File: src/rtl/sink2_pkg.sv
// sink2_pkg: shared state encoding, counter sizing and saturating add for sink2
package sink2_pkg;
  typedef enum logic {IDLE, PENDING} state_t;
  localparam int CNT_W = 8;
  localparam logic [CNT_W-1:0] SAT = 8'd255;
  function automatic logic [CNT_W-1:0] sat_add(input logic [CNT_W-1:0] a, input logic [1:0] b);
    logic [CNT_W:0] s;
    s = {1'b0, a} + {{(CNT_W-1){1'b0}}, b};
    return (s > {1'b0, SAT}) ? SAT : s[CNT_W-1:0];
  endfunction
endpackage

File: src/rtl/sink2_fifo.sv
// sink2_fifo: circular receive buffer with extra-MSB pointers and registered storage
module sink2_fifo #(
  parameter int SIZE = 8,
  parameter int DEPTH = 4
) (
  input  logic            clk,
  input  logic            reset,
  input  logic            push,
  input  logic [SIZE-1:0] push_data,
  input  logic            pop,
  output logic [SIZE-1:0] head,
  output logic            full,
  output logic            empty
);
  localparam int AW = $clog2(DEPTH);
  logic [AW:0] wp, rp;
  logic [SIZE-1:0] mem [DEPTH];
  logic do_pop, do_push;
  assign empty = wp == rp;
  assign full = (wp[AW] != rp[AW]) && (wp[AW-1:0] == rp[AW-1:0]);
  assign head = mem[rp[AW-1:0]];
  assign do_pop = pop && !empty;
  assign do_push = push && (!full || do_pop);
  // storage and pointers; contents cleared on reset so the head reads 0
  always_ff @(posedge clk or negedge reset) begin
    if (!reset) begin
      wp <= '0;
      rp <= '0;
      for (int i = 0; i < DEPTH; i++) mem[i] <= '0;
    end else begin
      if (do_push) mem[wp[AW-1:0]] <= push_data;
      if (do_push) wp <= wp + (AW+1)'(1);
      if (do_pop) rp <= rp + (AW+1)'(1);
    end
  end
endmodule

File: src/rtl/sink2.sv
// sink2: two-phase req/ack flit sink with receive FIFO; optional payload checker under SINK2_CHECK_EN
module sink2
  import sink2_pkg::*;
#(
  parameter int ID = 0,
  parameter int SIZE = 8,
  parameter int DEPTH = 4,
  parameter int EXPECTED = 4
) (
  input  logic             clk,
  input  logic             reset,
  input  logic             req,
  input  logic [SIZE-1:0]  data,
  output logic             ack,
  output logic [SIZE-1:0]  out_data,
  output logic             out_valid,
  input  logic             out_ready,
  output logic [CNT_W-1:0] flits_rx,
  output logic [CNT_W-1:0] err_count
);
  state_t state, next_state;
  logic req_old, new_req, full, empty, pop, space, push, viol;
  assign new_req = req ^ req_old;
  assign out_valid = !empty;
  assign pop = out_ready && !empty;
  assign space = !full || pop;
  sink2_fifo #(.SIZE(SIZE), .DEPTH(DEPTH)) u_fifo (
    .clk(clk), .reset(reset), .push(push), .push_data(data),
    .pop(pop), .head(out_data), .full(full), .empty(empty)
  );
  // handshake FSM: accept immediately when there is room, otherwise park in PENDING
  always_comb begin
    next_state = state;
    push = 1'b0;
    viol = 1'b0;
    if (state == IDLE) begin
      push = new_req && space;
      next_state = (new_req && !space) ? PENDING : IDLE;
    end else begin
      push = space;
      viol = new_req;
      next_state = space ? IDLE : PENDING;
    end
  end
  // state, edge detector, ack toggle and accepted-flit counter
  always_ff @(posedge clk or negedge reset) begin
    if (!reset) begin
      state <= IDLE;
      req_old <= 1'b0;
      ack <= 1'b0;
      flits_rx <= '0;
    end else begin
      state <= next_state;
      req_old <= req;
      ack <= ack ^ push;
      flits_rx <= sat_add(flits_rx, {1'b0, push});
    end
  end
`ifdef SINK2_CHECK_EN
  logic bad_data;
  assign bad_data = push && (data != SIZE'(EXPECTED));
  // payload mismatches and protocol violations can both land on one edge
  always_ff @(posedge clk or negedge reset) begin
    if (!reset) err_count <= '0;
    else begin
      err_count <= sat_add(err_count, {1'b0, bad_data} + {1'b0, viol});
      if (bad_data) $display("sink2[%0d] t=%0t received %0h", ID, $time, data);
    end
  end
`else
  logic unused_cfg;
  assign unused_cfg = ^{ID, EXPECTED, viol};
  assign err_count = '0;
`endif
endmodule
File: config.mk
export PLATFORM = sky130hd
export DESIGN_NAME = sink2
export DESIGN_NICKNAME = d
export VERILOG_FILES = /design/src/rtl/sink2_pkg.sv /design/src/rtl/sink2_fifo.sv /design/src/rtl/sink2.sv
export SDC_FILE = /design/constraint.sdc
export NUM_CORES = 1
export LEC_CHECK = 0
export CAP_MARGIN = 20
export CORE_ASPECT_RATIO = 1.75
export CORE_UTILIZATION = 30
export DETAILED_ROUTE_END_ITERATION = 16
export PLACE_DENSITY_LB_ADDON = 0.25
export REMOVE_ABC_BUFFERS = 1
export SETUP_SLACK_MARGIN = 0.5
export SKIP_CTS_REPAIR_TIMING = 1
export SLEW_MARGIN = 0
export SYNTH_ARGS = -nofsm -noshare
export SYNTH_HDL_FRONTEND = slang
export SYNTH_HIERARCHICAL = 1
export SYNTH_SLANG_ARGS = --single-unit
File: constraint.sdc
create_clock -name clk -period 3.45 [get_ports clk]
set_input_delay 0.69 -clock clk [delete_from_list [all_inputs] [get_ports clk]]
set_output_delay 0.69 -clock clk [all_outputs]
set_load 0.01 [all_outputs]
==> impl_metrics.env, run 1 <==
export IMPL_status="finished, violations left"
export IMPL_violations="design-rule violations"
export IMPL_fmax_mhz=367
export IMPL_drt_met1_wl_um=2420
export IMPL_synth_edff_count=0
export IMPL_fp_dieArea_sq_mm=0.00878
export IMPL_htree_levels=2
export IMPL_die_y_um=123
export IMPL_total_power_mw=3.35
export IMPL_syn_area_sq_mm=0.00252
export IMPL_powerDensity_mw_per_mm2=1070
export IMPL_synth_ff_type="dfrtp_1"
export IMPL_wl_per_cell_um=16.6
export IMPL_rows=43
export IMPL_layout_common_cells="48 x dfrtp_1, 30 x nand2_1, 28 x clkdlybuf4s50_1"
export IMPL_dpl_cell_count=330
export IMPL_period_needed_ns=2.72
export IMPL_worst_ep_arrival_time_ns=2.89
export IMPL_antenna_left=0
export IMPL_slew_violations=0
export IMPL_slew_headroom=0.497
export IMPL_synth_seq_cells=49
export IMPL_cts_tree="built"
export IMPL_fin_skew_ns=0.00926
export IMPL_hold_class="primary input to async pin"
export IMPL_drt_wl_total_um=5600
export IMPL_crit_start="u_fifo/rp[1]"
export IMPL_tns_ns=0
export IMPL_cap_violations=0
export IMPL_ys_seq_area_frac=0.487
export IMPL_post_dp_cell_area_sq_mm=0.00295
export IMPL_grt_pass1_wl_um=9140
export IMPL_met3_length_um=165
export IMPL_area_growth_pct=23.7
export IMPL_routed_via_density=5.20
export IMPL_fin_cells=338
export IMPL_die_w_um=71.3
export IMPL_synthCells=209
export IMPL_place_gp_congestion=0.735
export IMPL_antenna_found_initial=0
export IMPL_crit_path_end_kind="flip-flop"
export IMPL_register_area_sq_mm=0.00123
export IMPL_ir_drop_v=0.000417
export IMPL_cts_sinks=49
export IMPL_final_common_cell="dfrtp_1"
export IMPL_ios=38
export IMPL_start_util=0.314
export IMPL_grt_overflow_total=0
export IMPL_dp_hpwl_um=3890
export IMPL_synth_cell_types=40
export IMPL_cts_root_buffer="clkbuf_16"
export IMPL_portBuffers=29
export IMPL_grt_setup_unrepaired="false"
export IMPL_preCtsSetupSlack_ns=0.611
export IMPL_finalHoldViolCount=0
export IMPL_period_share=0.790
export IMPL_multiInputGateArea_sq_mm=0.00120
export IMPL_p_leak_nw=1.31
export IMPL_worst_setup_path_start_kind="flip-flop"
export IMPL_top_layer="met4"
export IMPL_core_area_sq_mm=0.00802
export IMPL_async_reset_ff_frac=1.00
export IMPL_worstSetupPathType="flip-flop to flip-flop"
export IMPL_track_usage=0.139
export IMPL_met2RoutedLength_um=2840
export IMPL_ys_warn_count=6
export IMPL_cts_buffers=5
export IMPL_grt_pass1_vias=1832
export IMPL_num_vias=1757
export IMPL_r2r_start="u_fifo/rp[1]"
export IMPL_worst_pin_slew_ns=0.755
export IMPL_drive_gt1_frac=0.202
export IMPL_final_core_util=0.389
export IMPL_synth_avg_cell_area_sq_um=12.1
export IMPL_fin_area_sq_mm=0.00312
export IMPL_fillers=787
export IMPL_report_final_setup_viol=0
export IMPL_drcViolationCount=3
export IMPL_clock_latency_ns=0.30
export IMPL_cts_buffer_depth=2
export IMPL_fin_ws_ns=0.725
export IMPL_worstPathMaxFanout=11
export IMPL_holdWs_ns=0.462
export IMPL_firstDrtPassIters=11
export IMPL_grt_max_degree=34
export IMPL_first_iter_violations=59
export IMPL_antenna_cells=0
export IMPL_final_nets=267
export IMPL_crit_required_ns=3.62
export IMPL_clk_pin_slew_worst_paths_ns=0.07
[registers in the layout (all words and copies together) (netlist names)]
name and cells:
req_old 1, u_fifo/mem 32, u_fifo/wp 3, state 1, flits_rx 8, ack 1
u_fifo/rp 3
[layer usage]
layer,GRT usage,vias to the layer above
met3,0.0228,10
met4,0.0800,0
met2,0.238,33
met1,0.162,892
met5,0,-
li1,-,822
[synth_stat cells (7+ instances only)]
master / number / area [sq um]
dfrtp_1: 49 / 1230
nand2_1: 30 / 113
o2bb2ai_1: 25 / 219
mux2_2: 10 / 113
buf_4: 9 / 67.6
ha_1: 8 / 100
mux4_2: 8 / 180
inv_1: 7 / 26.3
[layout make-up]
type                    count  area share
multi-input cells         142       0.385
inverters                   7     0.00843
repair buffers             42       0.123
flip-flops and latches     49       0.394
clock inverters             3      0.0141
clock buffers               5      0.0401
well taps                  90      0.0361
[cells by family (layout without fill, tap and decap cells)]
family | count (synthesis) | count (layout) | share of synthesized area
buf+inv | 25 | 57 | 0.0512
simple gates | 55 | 55 | 0.109
flops | 49 | 49 | 0.487
other cells | 1 | 8 | 0.00149
xor+xnor | 8 | 8 | 0.0308
compound gates | 44 | 44 | 0.159
fa+ha+maj | 8 | 8 | 0.0397
mux | 19 | 19 | 0.122
[path summary, 6_finish.rpt]
| check | end | slack, ns | depth (start not counted) |
|---|---|---|---|
| worst max-delay path | flits_rx[5] | 0.73 | 10 |
| worst min-delay path | flits_rx[6] | 0.46 | 1 |
| worst max register to register | flits_rx[5] | 0.73 | 10 |
| worst min register to register | ack | 0.48 | 1 |
| max in group asynchronous | u_fifo/rp[1] | 2.26 | 2 |
| min in group clk | ack | 0.48 | 1 |
[worst max-delay path, stage by stage, from the launching register on]
cell,delay [ns]
dfrtp_2,0.53
xor2_1,0.20
nor3_1,0.35
nand2b_1,0.21
o2bb2ai_1,0.16
inv_1,0.17
ha_1,0.22
ha_1,0.22
and3_1,0.23
nand3_1,0.18
o21ai_0,0.12
[power by group]
group | total (mW) | switching [mW] | internal, mW
clock | 0.569 | 0.225 | 0.344
sequential | 1.09 | 0.236 | 0.852
combinational | 1.69 | 0.812 | 0.881
total | 3.35 | 1.27 | 2.08
(Power assumes the default switching activity.)
==> run 2: changes to the inputs <==
Clock period 3.45 ns to 2.7 ns, I/O delays scaled along.
==> impl_metrics.env, run 2 (same netlist as run 1, synthesis figures left out) <==
export IMPL_status="finished, violations left"
export IMPL_violations="design-rule violations"
export IMPL_top_register="u_fifo/mem"
export IMPL_cts_sinks=49
export IMPL_core_area_sq_mm=0.00802
export IMPL_fin_skew_ns=0.00646
export IMPL_fillers=711
export IMPL_crit_slowest_cell="o41ai_4"
export IMPL_worstSetupPathType="flip-flop to flip-flop"
export IMPL_cts_tree="built"
export IMPL_cts_buffer_depth=2
export IMPL_grt_overflow_total=0
export IMPL_critPathMaxStageDelay_ns=0.50
export IMPL_cts_buffers=5
export IMPL_area_growth_pct=46.3
export IMPL_ios=38
export IMPL_track_usage=0.142
export IMPL_die_w_um=71.3
export IMPL_report_final_setup_viol=0
export IMPL_final_nets=288
export IMPL_worstPathMaxFanout=5
export IMPL_fp_dieArea_sq_mm=0.00878
export IMPL_drcViolationCount=3
export IMPL_layout_common_cells="45 x dfrtp_1, 30 x nand2_1, 25 x buf_4"
export IMPL_antenna_cells=0
export IMPL_drt_wl_total_um=6120
export IMPL_ir_drop_v=0.000581
export IMPL_wl_per_cell_um=17.1
export IMPL_p_leak_nw=1.60
export IMPL_fin_area_sq_mm=0.00368
export IMPL_start_util=0.314
export IMPL_crit_path_end_kind="flip-flop"
export IMPL_fmax_mhz=425
export IMPL_first_iter_violations=79
export IMPL_rows=43
export IMPL_clock_latency_ns=0.29
export IMPL_clk_pin_slew_worst_paths_ns=0.07
export IMPL_grt_max_degree=50
export IMPL_hold_class="primary input to async pin"
export IMPL_drive_gt1_frac=0.383
export IMPL_htree_levels=2
export IMPL_period_needed_ns=2.35
export IMPL_crit_start="u_fifo/wp[0]"
export IMPL_multiInputGateArea_sq_mm=0.00151
export IMPL_die_y_um=123
export IMPL_post_dp_cell_area_sq_mm=0.00301
export IMPL_largest_register_ffs=32
export IMPL_slew_headroom=0.573
export IMPL_dp_hpwl_um=3840
export IMPL_antenna_left=0
export IMPL_grt_setup_unrepaired="true"
export IMPL_routed_via_density=5.24
export IMPL_final_common_cell="dfrtp_1"
export IMPL_r2r_start="u_fifo/wp[0]"
export IMPL_worst_setup_path_start_kind="flip-flop"
export IMPL_final_core_util=0.460
export IMPL_largestRegisters="u_fifo/mem: 32 flops, flits_rx: 8 flops"
export IMPL_num_vias=1880
export IMPL_holdWs_ns=0.343
export IMPL_tns_ns=0
export IMPL_powerDensity_mw_per_mm2=1420
export IMPL_firstDrtPassIters=10
export IMPL_period_share=0.871
export IMPL_register_area_sq_mm=0.00123
export IMPL_crit_chain="xor2_4, nor3_2, nand2b_4, buf_12, clkinvlp_4, o41ai_4, mux2_2"
export IMPL_grt_pass1_wl_um=9490
export IMPL_grt_pass1_vias=1856
export IMPL_crit_required_ns=2.88
export IMPL_cap_violations=0
export IMPL_portBuffers=29
export IMPL_cts_root_buffer="clkbuf_16"
export IMPL_place_gp_congestion=0.781
export IMPL_slew_violations=0
export IMPL_worst_ep_arrival_time_ns=2.53
export IMPL_worst_pin_slew_ns=0.640
export IMPL_antenna_found_initial=0
export IMPL_finalHoldViolCount=0
run 2: cell types whose count changed in the layout (fill, tap and decap cells not counted), moves of 5 or more:
cell and delta:
buf_4 +12, o41ai_4 +5, dlymetal6s2s_1 +9, clkdlybuf4s50_1 -9, buf_6 +5, o2bb2ai_2 +17, o2bb2ai_1 -19
run 2: critical path, delay by kind of cell, from the launching register on:
kind | cells | cell delay, ns
flip-flops | 1 | 0.45
buffers and inverters | 2 | 0.24
AO/OA/AOI/OAI | 1 | 0.50
multiplexers | 1 | 0.40
XOR/XNOR | 1 | 0.20
AND/OR/NAND/NOR | 2 | 0.44
run 2: final cells by class:
type                            count  share of cell area
Clock inverter                      3              0.0187
Timing Repair Buffer               62               0.165
Clock buffer                        5              0.0340
Inverter                            7             0.00815
Tap cell                           90              0.0306
Multi-Input combinational cell    143               0.410
Sequential cell                    49               0.334
run 2: layer usage:
layer / vias to the layer above / GRT usage / part of all wire
li1: 868 / - / -
met5: - / 0 / 0
met3: 8 / 0.0220 / 0.030
met1: 966 / 0.174 / 0.41
met2: 38 / 0.240 / 0.54
met4: 0 / 0.0738 / 0.019
run 2: final timing paths:
check / to / cells past startpoint / slack (ns)
max: u_fifo/mem[2] / 7 / 0.35
min: flits_rx[7] / 2 / 0.34
max reg2reg: u_fifo/mem[2] / 7 / 0.35
min reg2reg: ack / 1 / 0.47
max in group asynchronous: u_fifo/wp[1] / 2 / 1.89
min in group clk: ack / 1 / 0.47
run 2: metrics by stage:
step                worst slack, ns  std cells  power, mW
detailed placement          0.00550        338       3.67
global route                  0.279        359       5.54
finish                        0.348        359       5.22
floorplan                    -0.364        198       2.64
global placement             0.0369        338       3.66
CTS                         -0.0118        346       4.51
run 2: report_power, final:
group          internal [mW]  total [mW]  switching [mW]  leakage (nW)
logic                   1.57        2.97            1.39         0.914
registers               1.09        1.43           0.337         0.596
clock network          0.534       0.819           0.284        0.0944
==> run 3: changes to the inputs <==
Settings changed: HOLD_SLACK_MARGIN set to 0.06.
==> results of run 3 <==
Final layout, timing and power as in run 2 (identical DEF).
